### src/rtl/seg_scan_if.sv
// seg_scan_if: load/value request and busy/done/bcd result bundle for seg_scan_driver
interface seg_scan_if;
  logic        load;
  logic [7:0]  value;
  logic        busy;
  logic        done;
  logic [11:0] bcd;
  modport master (output load, value, input busy, done, bcd);
  modport slave (input load, value, output busy, done, bcd);
endinterface

### src/rtl/seg_scan_driver.sv
// seg_scan_driver: double-dabble binary-to-BCD converter with multiplexed 3-digit display scan
module seg_scan_driver #(
  parameter int REFRESH_DIV = 50000
) (
  input  logic        clk,
  input  logic        reset,
  seg_scan_if.slave   bus,
  output logic [7:0]  digit_code,
  output logic [2:0]  anode
);
  localparam logic [1:0] IDLE = 2'd0, SHIFT = 2'd1, COMMIT = 2'd2;
  logic [1:0]  state_q, state_d;
  logic [7:0]  sr_q, sr_d;
  logic [11:0] work_q, work_d, adj;
  logic [2:0]  cnt_q, cnt_d;
  logic        busy_q, busy_d, done_q, done_d;
  logic [11:0] bcd_q, bcd_d;
  logic [15:0] rcnt_q, rcnt_d;
  logic [1:0]  idx_q, idx_d;
  logic [7:0]  code_q, code_d;
  logic [2:0]  an_q, an_d;
  logic [3:0]  nib;
  logic        blank, tc;
  always_comb begin
    adj = {work_q[11:8] >= 4'd5 ? work_q[11:8] + 4'd3 : work_q[11:8],
           work_q[7:4]  >= 4'd5 ? work_q[7:4]  + 4'd3 : work_q[7:4],
           work_q[3:0]  >= 4'd5 ? work_q[3:0]  + 4'd3 : work_q[3:0]};
    state_d = state_q;
    sr_d = sr_q;
    work_d = work_q;
    cnt_d = cnt_q;
    bcd_d = bcd_q;
    done_d = 1'b0;
    busy_d = state_q != IDLE;
    if (state_q == IDLE && bus.load) begin
      state_d = SHIFT;
      sr_d = bus.value;
      work_d = '0;
      cnt_d = '0;
    end else if (state_q == SHIFT) begin
      {work_d, sr_d} = {adj, sr_q} << 1;
      cnt_d = cnt_q + 3'd1;
      state_d = cnt_q == 3'd7 ? COMMIT : SHIFT;
    end else if (state_q == COMMIT) begin
      bcd_d = work_q;
      done_d = 1'b1;
      state_d = IDLE;
    end
  end
  // Scan path only reads the committed bcd, so conversions never disturb it
  always_comb begin
    tc = rcnt_q == 16'(REFRESH_DIV - 1);
    rcnt_d = tc ? '0 : rcnt_q + 16'd1;
    idx_d = tc ? (idx_q == 2'd2 ? 2'd0 : idx_q + 2'd1) : idx_q;
    nib = idx_q == 2'd2 ? bcd_q[11:8] : idx_q == 2'd1 ? bcd_q[7:4] : bcd_q[3:0];
    blank = (idx_q == 2'd2 && bcd_q[11:8] == 4'd0) || (idx_q == 2'd1 && bcd_q[11:4] == 8'd0);
    code_d = blank ? 8'd0 : {4'd0, nib};
    an_d = blank ? 3'b111 : idx_q == 2'd2 ? 3'b011 : idx_q == 2'd1 ? 3'b101 : 3'b110;
  end
  always_ff @(posedge clk) begin
    if (reset) begin
      state_q <= IDLE;
      sr_q <= '0;
      work_q <= '0;
      cnt_q <= '0;
      busy_q <= 1'b0;
      done_q <= 1'b0;
      bcd_q <= '0;
      rcnt_q <= '0;
      idx_q <= '0;
      code_q <= '0;
      an_q <= 3'b110;
    end else begin
      state_q <= state_d;
      sr_q <= sr_d;
      work_q <= work_d;
      cnt_q <= cnt_d;
      busy_q <= busy_d;
      done_q <= done_d;
      bcd_q <= bcd_d;
      rcnt_q <= rcnt_d;
      idx_q <= idx_d;
      code_q <= code_d;
      an_q <= an_d;
    end
  end
  assign bus.busy = busy_q;
  assign bus.done = done_q;
  assign bus.bcd = bcd_q;
  assign digit_code = code_q;
  assign anode = an_q;
endmodule
### src/flat_wrapper.sv
// flat-port wrapper written by rule: the top's interface ports become plain ports
module seg_scan_driver_flat 
#(
  parameter int REFRESH_DIV = 50000
)
  (clk, reset, digit_code, anode, bus_load, bus_value, bus_busy, bus_done, bus_bcd);
  seg_scan_if bus_i ();
  input  logic clk;
  input  logic reset;
  output logic [7:0] digit_code;
  output logic [2:0] anode;
  input wire logic [$bits(bus_i.load)-1:0] bus_load;
  input wire logic [$bits(bus_i.value)-1:0] bus_value;
  output wire logic [$bits(bus_i.busy)-1:0] bus_busy;
  output wire logic [$bits(bus_i.done)-1:0] bus_done;
  output wire logic [$bits(bus_i.bcd)-1:0] bus_bcd;
  assign bus_i.load = bus_load;
  assign bus_i.value = bus_value;
  assign bus_busy = bus_i.busy;
  assign bus_done = bus_i.done;
  assign bus_bcd = bus_i.bcd;
  seg_scan_driver #(.REFRESH_DIV(REFRESH_DIV)) u_core (.clk(clk), .reset(reset), .bus(bus_i), .digit_code(digit_code), .anode(anode));
endmodule
### config.mk
export PLATFORM = sky130hd
export DESIGN_NAME = seg_scan_driver_flat
export DESIGN_NICKNAME = d
export VERILOG_FILES = /design/src/rtl/seg_scan_if.sv /design/src/rtl/seg_scan_driver.sv /design/src/flat_wrapper.sv
export SDC_FILE = /design/constraint.sdc
export NUM_CORES = 1
export LEC_CHECK = 0
export BUFFER_PORTS_ARGS = -buffer_cell sky130_fd_sc_hd__buf_2
export CAP_MARGIN = 20
export CELL_PAD_IN_SITES_DETAIL_PLACEMENT = 1
export CELL_PAD_IN_SITES_GLOBAL_PLACEMENT = 1
export CORE_UTILIZATION = 44
export DETAILED_ROUTE_END_ITERATION = 12
export HOLD_SLACK_MARGIN = 0.12
export PLACE_DENSITY = 0.89
export SYNTH_ARGS = -nofsm -noshare
export SYNTH_HDL_FRONTEND = slang
export SYNTH_SLANG_ARGS = --single-unit
export TNS_END_PERCENT = 50
### constraint.sdc
create_clock -name clk -period 1.8 [get_ports clk]
set_input_delay 0.18 -clock clk [delete_from_list [all_inputs] [get_ports clk]]
set_output_delay 0.18 -clock clk [all_outputs]
set_load 0.005 [all_outputs]
# Yosys cells after proc, flatten, opt, wreduce, memory -nomap -nowiden
# Index checks and enable logic that the tools add are counted.
# classes
add_sub_neg	6
order_cmp	3
n_eq_ne	6
n_mux	16
bitwise	2
n_reduce_logical	17
# op_table
cell	count
$add A16 B1 Y16 const B	1
$eq A16 B16 Y1 const B	1
$mux W4	4
$mux W8	2
$ge A4 B3 Y1 const B	3
$mux W2	5
$add A4 B2 Y4 const B	2
$logic_not A8 Y1	1
$mux W3	2
$reduce_bool A2 Y1	3
$reduce_or A2 Y1	3
$reduce_or A3 Y1	2
$eq A2 B1 Y1 const B	2
$eq A2 B2 Y1 const B	2
$logic_not A4 Y1	1
$add A3 B1 Y3 const B	1
$add A3 B2 Y3 const B	1
$eq A3 B3 Y1 const B	1
$logic_and A1 B1 Y1	3
$mux W1	3
$reduce_and A3 Y1	1
$reduce_bool A3 Y1	1
$add A2 B1 Y2 const B	1
$logic_not A2 Y1	1
2 further kinds	3
# totals
reg_bits	68
out_inout_bits	25
elab_cells	65

# Logic depth before layout (Yosys ltp)
# depth
ltp_word	4
mapped_depth	7

# Worst setup path after synthesis
# OpenSTA, ideal clock, no wires.
# synth_path
path_type	flip-flop to flip-flop
from	register u_core.rcnt_q[0]
to	register u_core.rcnt_q[15]
t_arrival_ps	1378
path_slack_ps	308
path_stages_with_launch	8
path_buffers	2
period_less_slack_ps	1492
path_cell_list	dfxtp_1 -> ha_1 -> and4_4 -> nand4_2 -> nand2b_1 -> buf_6 -> buf_12 -> nor2_1
# synth_via
elab_chain_len	2
elab_cells_between_ends	3
classes_between	add/sub: 1; eq/ne: 1; reduce/logical: 1
# synth_rtl
item	line	source
start: declaration	seg_scan_driver.sv:18	logic [15:0] rcnt_q, rcnt_d;
start signal: assignment	seg_scan_driver.sv:81	rcnt_q <= rcnt_d;
branches (longest 2 deep; another with $add A16 B1 Y16)	n/a	
# Several ways; the timed one is not identified.
# A chain may end at the register's enable or synchronous reset.

# Final worst setup path
# layout_path
from	register u_core.rcnt_q[0]
to	register u_core.rcnt_q[2]
# Same word-level chain as after synthesis.

==> qor_table.md <==
| Step | Item | Value |
| --- | --- | --- |
| worst setup path | Worst reg2reg path startpoint | u_core.rcnt_q[0] |
| clock network | CTS root buffer | sky130_fd_sc_hd__clkbuf_8 |
| synthesis | Cell Area, Synth | 0.00297 sq mm |
| power | Leak Pwr | 1.36 nW |
| sta | Headroom to the max-slew limit | 60.3% |
| synthesis | Synthesis Warnings | 0 |
| worst setup path | Critical-path maximum fanout | 16 |
| floorplanning | Height of the die | 84.2 um |
| worst setup path | Element type at the critical path start | flop |
| final layout | Utilization after layout | 52.9% |
| global route | Antenna violations before repair | 0 |
| floorplanning | Number of top-level design ports | 36 |
| final layout | FF/Latch Area | 0.00128 sq mm |
| synthesis | Cell type contributing the most total cell area after synthesis | sky130_fd_sc_hd__dfxtp_1 |
| route | Number of iterations in the first detailed-routing pass | 8 |
| route | DRT Wirelength | 7000 um |
| sta | Number of pins exceeding their max-slew limit in the final report | 0 |
| floorplanning | Num rows | 29 |
| outcome | Violations in the final reports | DRC |
| synthesis | Post-synthesis sequential area ratio | 43.1% |
| route | Initial detailed-routing violation count | 52 |
| sta | Number of hold-slack violations in the final timing report | 0 |
| synthesis | Distinct cells, synth | 41 |
| placement | Half-perimeter wire length after detailed placement | 4810 um |
| worst setup path | Slowest stage cell, crit path | sky130_fd_sc_hd__dfxtp_1 |
| synthesis | Mean area per synthesized cell | 9.21 sq um |
| sta | Final period demand of the worst path | 1.67 ns |
| placement | Routability congestion estimate from global placement | 0.798 |
| worst setup path | CP delay by family, top | simple AND/OR/NAND/NOR gates |
| final layout | Most used cells in the layout excluding fill and tap cells | 64 x sky130_fd_sc_hd__dfxtp_1, 54 x sky130_fd_sc_hd__nor2_1, 31 x sky130_fd_sc_hd__buf_2, 28 x sky130_fd_sc_hd__mux2i_1 |
| clock network | CTS buffer count | 9 |
| final layout | Count of fill cells added during filler insertion | 761 |
| final layout | Most common cell after layout, fill and taps aside | sky130_fd_sc_hd__dfxtp_1 |
| sta | Final setup skew | 0.0120 ns |
| worst setup path | Depth of the critical timing path with buffers and inverters included | 6 |
| floorplanning | Core outline area | 0.00642 sq mm |
| global route | GRT Resource Usage Total | 21.7% |
| worst setup path | Cell chain of the critical path | ha_1, and4_4, nand4_2, nand2b_1, buf_4, nor2_1 |
| synthesis | Flip-flop and latch count after synthesis | 64 |
| worst setup path | Category of the worst setup path capture point | flop |
| floorplanning | Die Outline Area | 0.00709 sq mm |
| worst setup path | Depth of the worst register-to-register path | 6 |
| route | Overall via count from detail_route | 2365 |
| synthesis | Post-synthesis async set-or-reset flop share | 0% |
| floorplanning | Initial standard-cell utilization of the core | 46.3% |
| worst setup path | FF-to-FF End | u_core.rcnt_q[2] |
| final layout | Final Instance Area | 0.00339 sq mm |
| worst setup path | Delay of the slowest cell on the worst path | 0.40 ns |
| worst setup path | End point of the critical path | u_core.rcnt_q[2] |
| worst setup path | Worst setup path startpoint | u_core.rcnt_q[0] |
| worst setup path | Number of buffer and inverter stages on the critical path | 1 |
| clock network | Worst-Skew Late Latency | 0.35 ns |
| sta | Total setup violations reported at the end of the flow | 0 |
| worst setup path | Critical path class | flop to flop |
| sta | Unrepaired setup endpoints after global routing | no |
| final layout | Area of the multi-input gates | 0.00151 sq mm |
| min path | Type of the most critical hold path | input port to flop |
| placement | IO Port Bufs | 31 |
| synthesis | Most used flip-flop cell after synthesis | sky130_fd_sc_hd__dfxtp_1 |
| power | Pwr Density | 885 mW/mm^2 |
| sta | Maximum clock frequency | 599 MHz |
| sta | Setup_tns | 0 ns |
| global route | Maximum number of pins on one net before global-route repair | 23 |
| floorplanning | Die width | 84.2 um |
| clock network | Clock-pin slew on the worst setup and hold paths | 0.07 ns |
| sta | Transition at the pin with the smallest max-transition slack | 0.590 ns |
| route | Post-route antenna net violation count | 0 |
| placement | Pre-CTS setup slack | 0.160 ns |
| placement | Area post-placement | 0.00315 sq mm |
| final layout | Antenna diode instance count | 0 |
| job | Reported max-cap violation count | 0 |
| synthesis | Share of the synthesized area in the top cell type | 43.1% |
| min path | Hold Path Cell Cnt | 3 |
| synthesis | Synthesized instance count | 323 |
| worst setup path | Crit path DAT | 1.90 ns |
| final layout | Final layout net count | 384 |
| sta | Fin worst setup slack | 0.131 ns |
| synthesis | Number of enable flip-flop cells after synthesis | 0 |
| route | Number of remaining DRC errors | 2 |
| outcome | Status | finished, violations left |
| clock network | # clock sinks | 64 |
| global route | Global-route wire length before repair | 12000 um |
| clock network | Clock Tree Buf Depth | 2 |
| final layout | Proportion of layout cells with a drive suffix above 1 | 18.5% |
| worst setup path | Reg-to-reg setup timing slack | 0.13 ns |
| clock network | Clock tree from TritonCTS | yes |
| synthesis | Largest cells by area after synthesis | sky130_fd_sc_hd__dfxtp_1 43%, sky130_fd_sc_hd__mux2i_1 9.4%, sky130_fd_sc_hd__nor2_1 6.8%, sky130_fd_sc_hd__ha_1 6.3%, sky130_fd_sc_hd__xnor2_1 3.5% |
| route | Routed len/inst | 15.9 um |
| sta | Final critical-path share of the clock period | 92.7% |
| power | Largest voltage drop on the vdd net | 0.331 mV |
| clock network | Clock H-tree levels | 3 |
| worst setup path | Worst path required time | 2.03 ns |
| final layout | Area growth from synthesis to layout | 14.1% |
| global route | Via count of the first global-routing pass | 2536 |
| route | Detail-routed via count per cell | 5.38 |
| global route | Global-route congestion overflow total | 0 |
==> cell type report <==
class                      count  share of cell area, %
clock buffer                  10                   4.05
clock inverter                 6                   1.99
inverter                      14                   1.55
multi-input combinational    227                   44.5
sequential                    64                   37.7
tap                           77                   2.84
timing repair buffer          42                   7.30
==> logic make-up after synthesis <==
logic type | share of synthesized area, %
and+or+nand+nor | 19.9
DFF | 43.1
adders and majority gates | 6.31
buffers and inverters | 6.48
AOI/OAI and AO/OA | 9.05
xor gates and xnor gates | 5.30
other | 0.126
muxes | 9.80
==> repair_timing <==
item | 4_1_cts | 5_1_grt
hold buffers | 4 | 0
gates resized for setup | 0 | 0
endpoints found under the setup margin | 0 | 0
buffers inserted | 0 | 0
hold endpoints to repair | 4 | 0
==> sequential cells by signal (all words and copies together), names as in the netlist <==
| name | cells |
|---|---|
| u_core.idx_q | 2 |
| u_core.bus.busy | 1 |
| u_core.state_q | 2 |
| u_core.bus.done | 1 |
| u_core.digit_code | 4 |
| u_core.sr_q | 8 |
| u_core.bus.bcd | 12 |
| u_core.rcnt_q | 16 |
| u_core.cnt_q | 3 |
| u_core.anode | 3 |
| u_core.work_q | 12 |
==> layer usage <==
layer  vias up  wire, um  GRT usage, %
li1       1167         -             -
met1      1162      3080          24.1
met2        23      3570          38.1
met3        13       199          5.90
met4         0       157          11.0
met5         -         0             0
==> tightest hold or removal path, stage by stage <==
cell and delay [ns]:
sky130_fd_sc_hd__buf_2 0.10, sky130_fd_sc_hd__nor2_1 0.09, sky130_fd_sc_hd__a211oi_1 0.05
==> where the power goes <==
group	leakage, nW	internal (W)	switching [W]
Sequential	0.519	0.00145	0.0000326
Combinational	0.743	0.000106	0.000149
Clock	0.0989	0.000681	0.000581
==> worst min-delay path by stage <==
stage | start | end | slack (ns)
2_1_floorplan | bus_load | u_core.sr_q[0] | 0.34
3_3_place_gp | u_core.rcnt_q[0] | u_core.rcnt_q[0] | 0.45
3_5_place_dp | bus_value[0] | u_core.sr_q[0] | 0.47
4_1_cts | bus_value[4] | u_core.sr_q[4] | 0.12
5_1_grt | bus_value[4] | u_core.sr_q[4] | 0.13
6_report | bus_value[4] | u_core.sr_q[4] | 0.13
==> synth_stat cells (2+ instances only) <==
library cell               count
sky130_fd_sc_hd__o22ai_1       6
sky130_fd_sc_hd__clkbuf_1      5
sky130_fd_sc_hd__and3_1        2
sky130_fd_sc_hd__dfxtp_1      64
sky130_fd_sc_hd__a21o_1        2
sky130_fd_sc_hd__buf_2         6
sky130_fd_sc_hd__nand4_1       4
sky130_fd_sc_hd__nand4_2       2
sky130_fd_sc_hd__mux2i_1      28
sky130_fd_sc_hd__nor3_1        3
sky130_fd_sc_hd__xor2_1        6
sky130_fd_sc_hd__inv_1        14
sky130_fd_sc_hd__nor2_1       54
sky130_fd_sc_hd__and4_1        2
sky130_fd_sc_hd__a21oi_1      15
sky130_fd_sc_hd__nor3b_1       3
sky130_fd_sc_hd__nand2_1      15
sky130_fd_sc_hd__nand2b_1      5
sky130_fd_sc_hd__xnor2_1      12
sky130_fd_sc_hd__nand3_1      12
sky130_fd_sc_hd__buf_6         3
sky130_fd_sc_hd__buf_1         2
sky130_fd_sc_hd__buf_4         4
sky130_fd_sc_hd__a211oi_1     11
sky130_fd_sc_hd__ha_1         15
sky130_fd_sc_hd__nor2_2        3
sky130_fd_sc_hd__o21ai_0      10
sky130_fd_sc_hd__nor4_2        2
==> stage by stage <==
step / power, W / cells / hold WS, ns
4_1_cts: 0.00302 / 440 / 0.120
6_report: 0.00300 / 440 / 0.127
3_5_place_dp: 0.00176 / 420 / 0.471
5_1_grt: 0.00311 / 440 / 0.127
3_3_place_gp: 0.00175 / 420 / 0.449
2_1_floorplan: 0.00170 / 326 / 0.340
No activity file was read; power rests on OpenSTA's default activity.
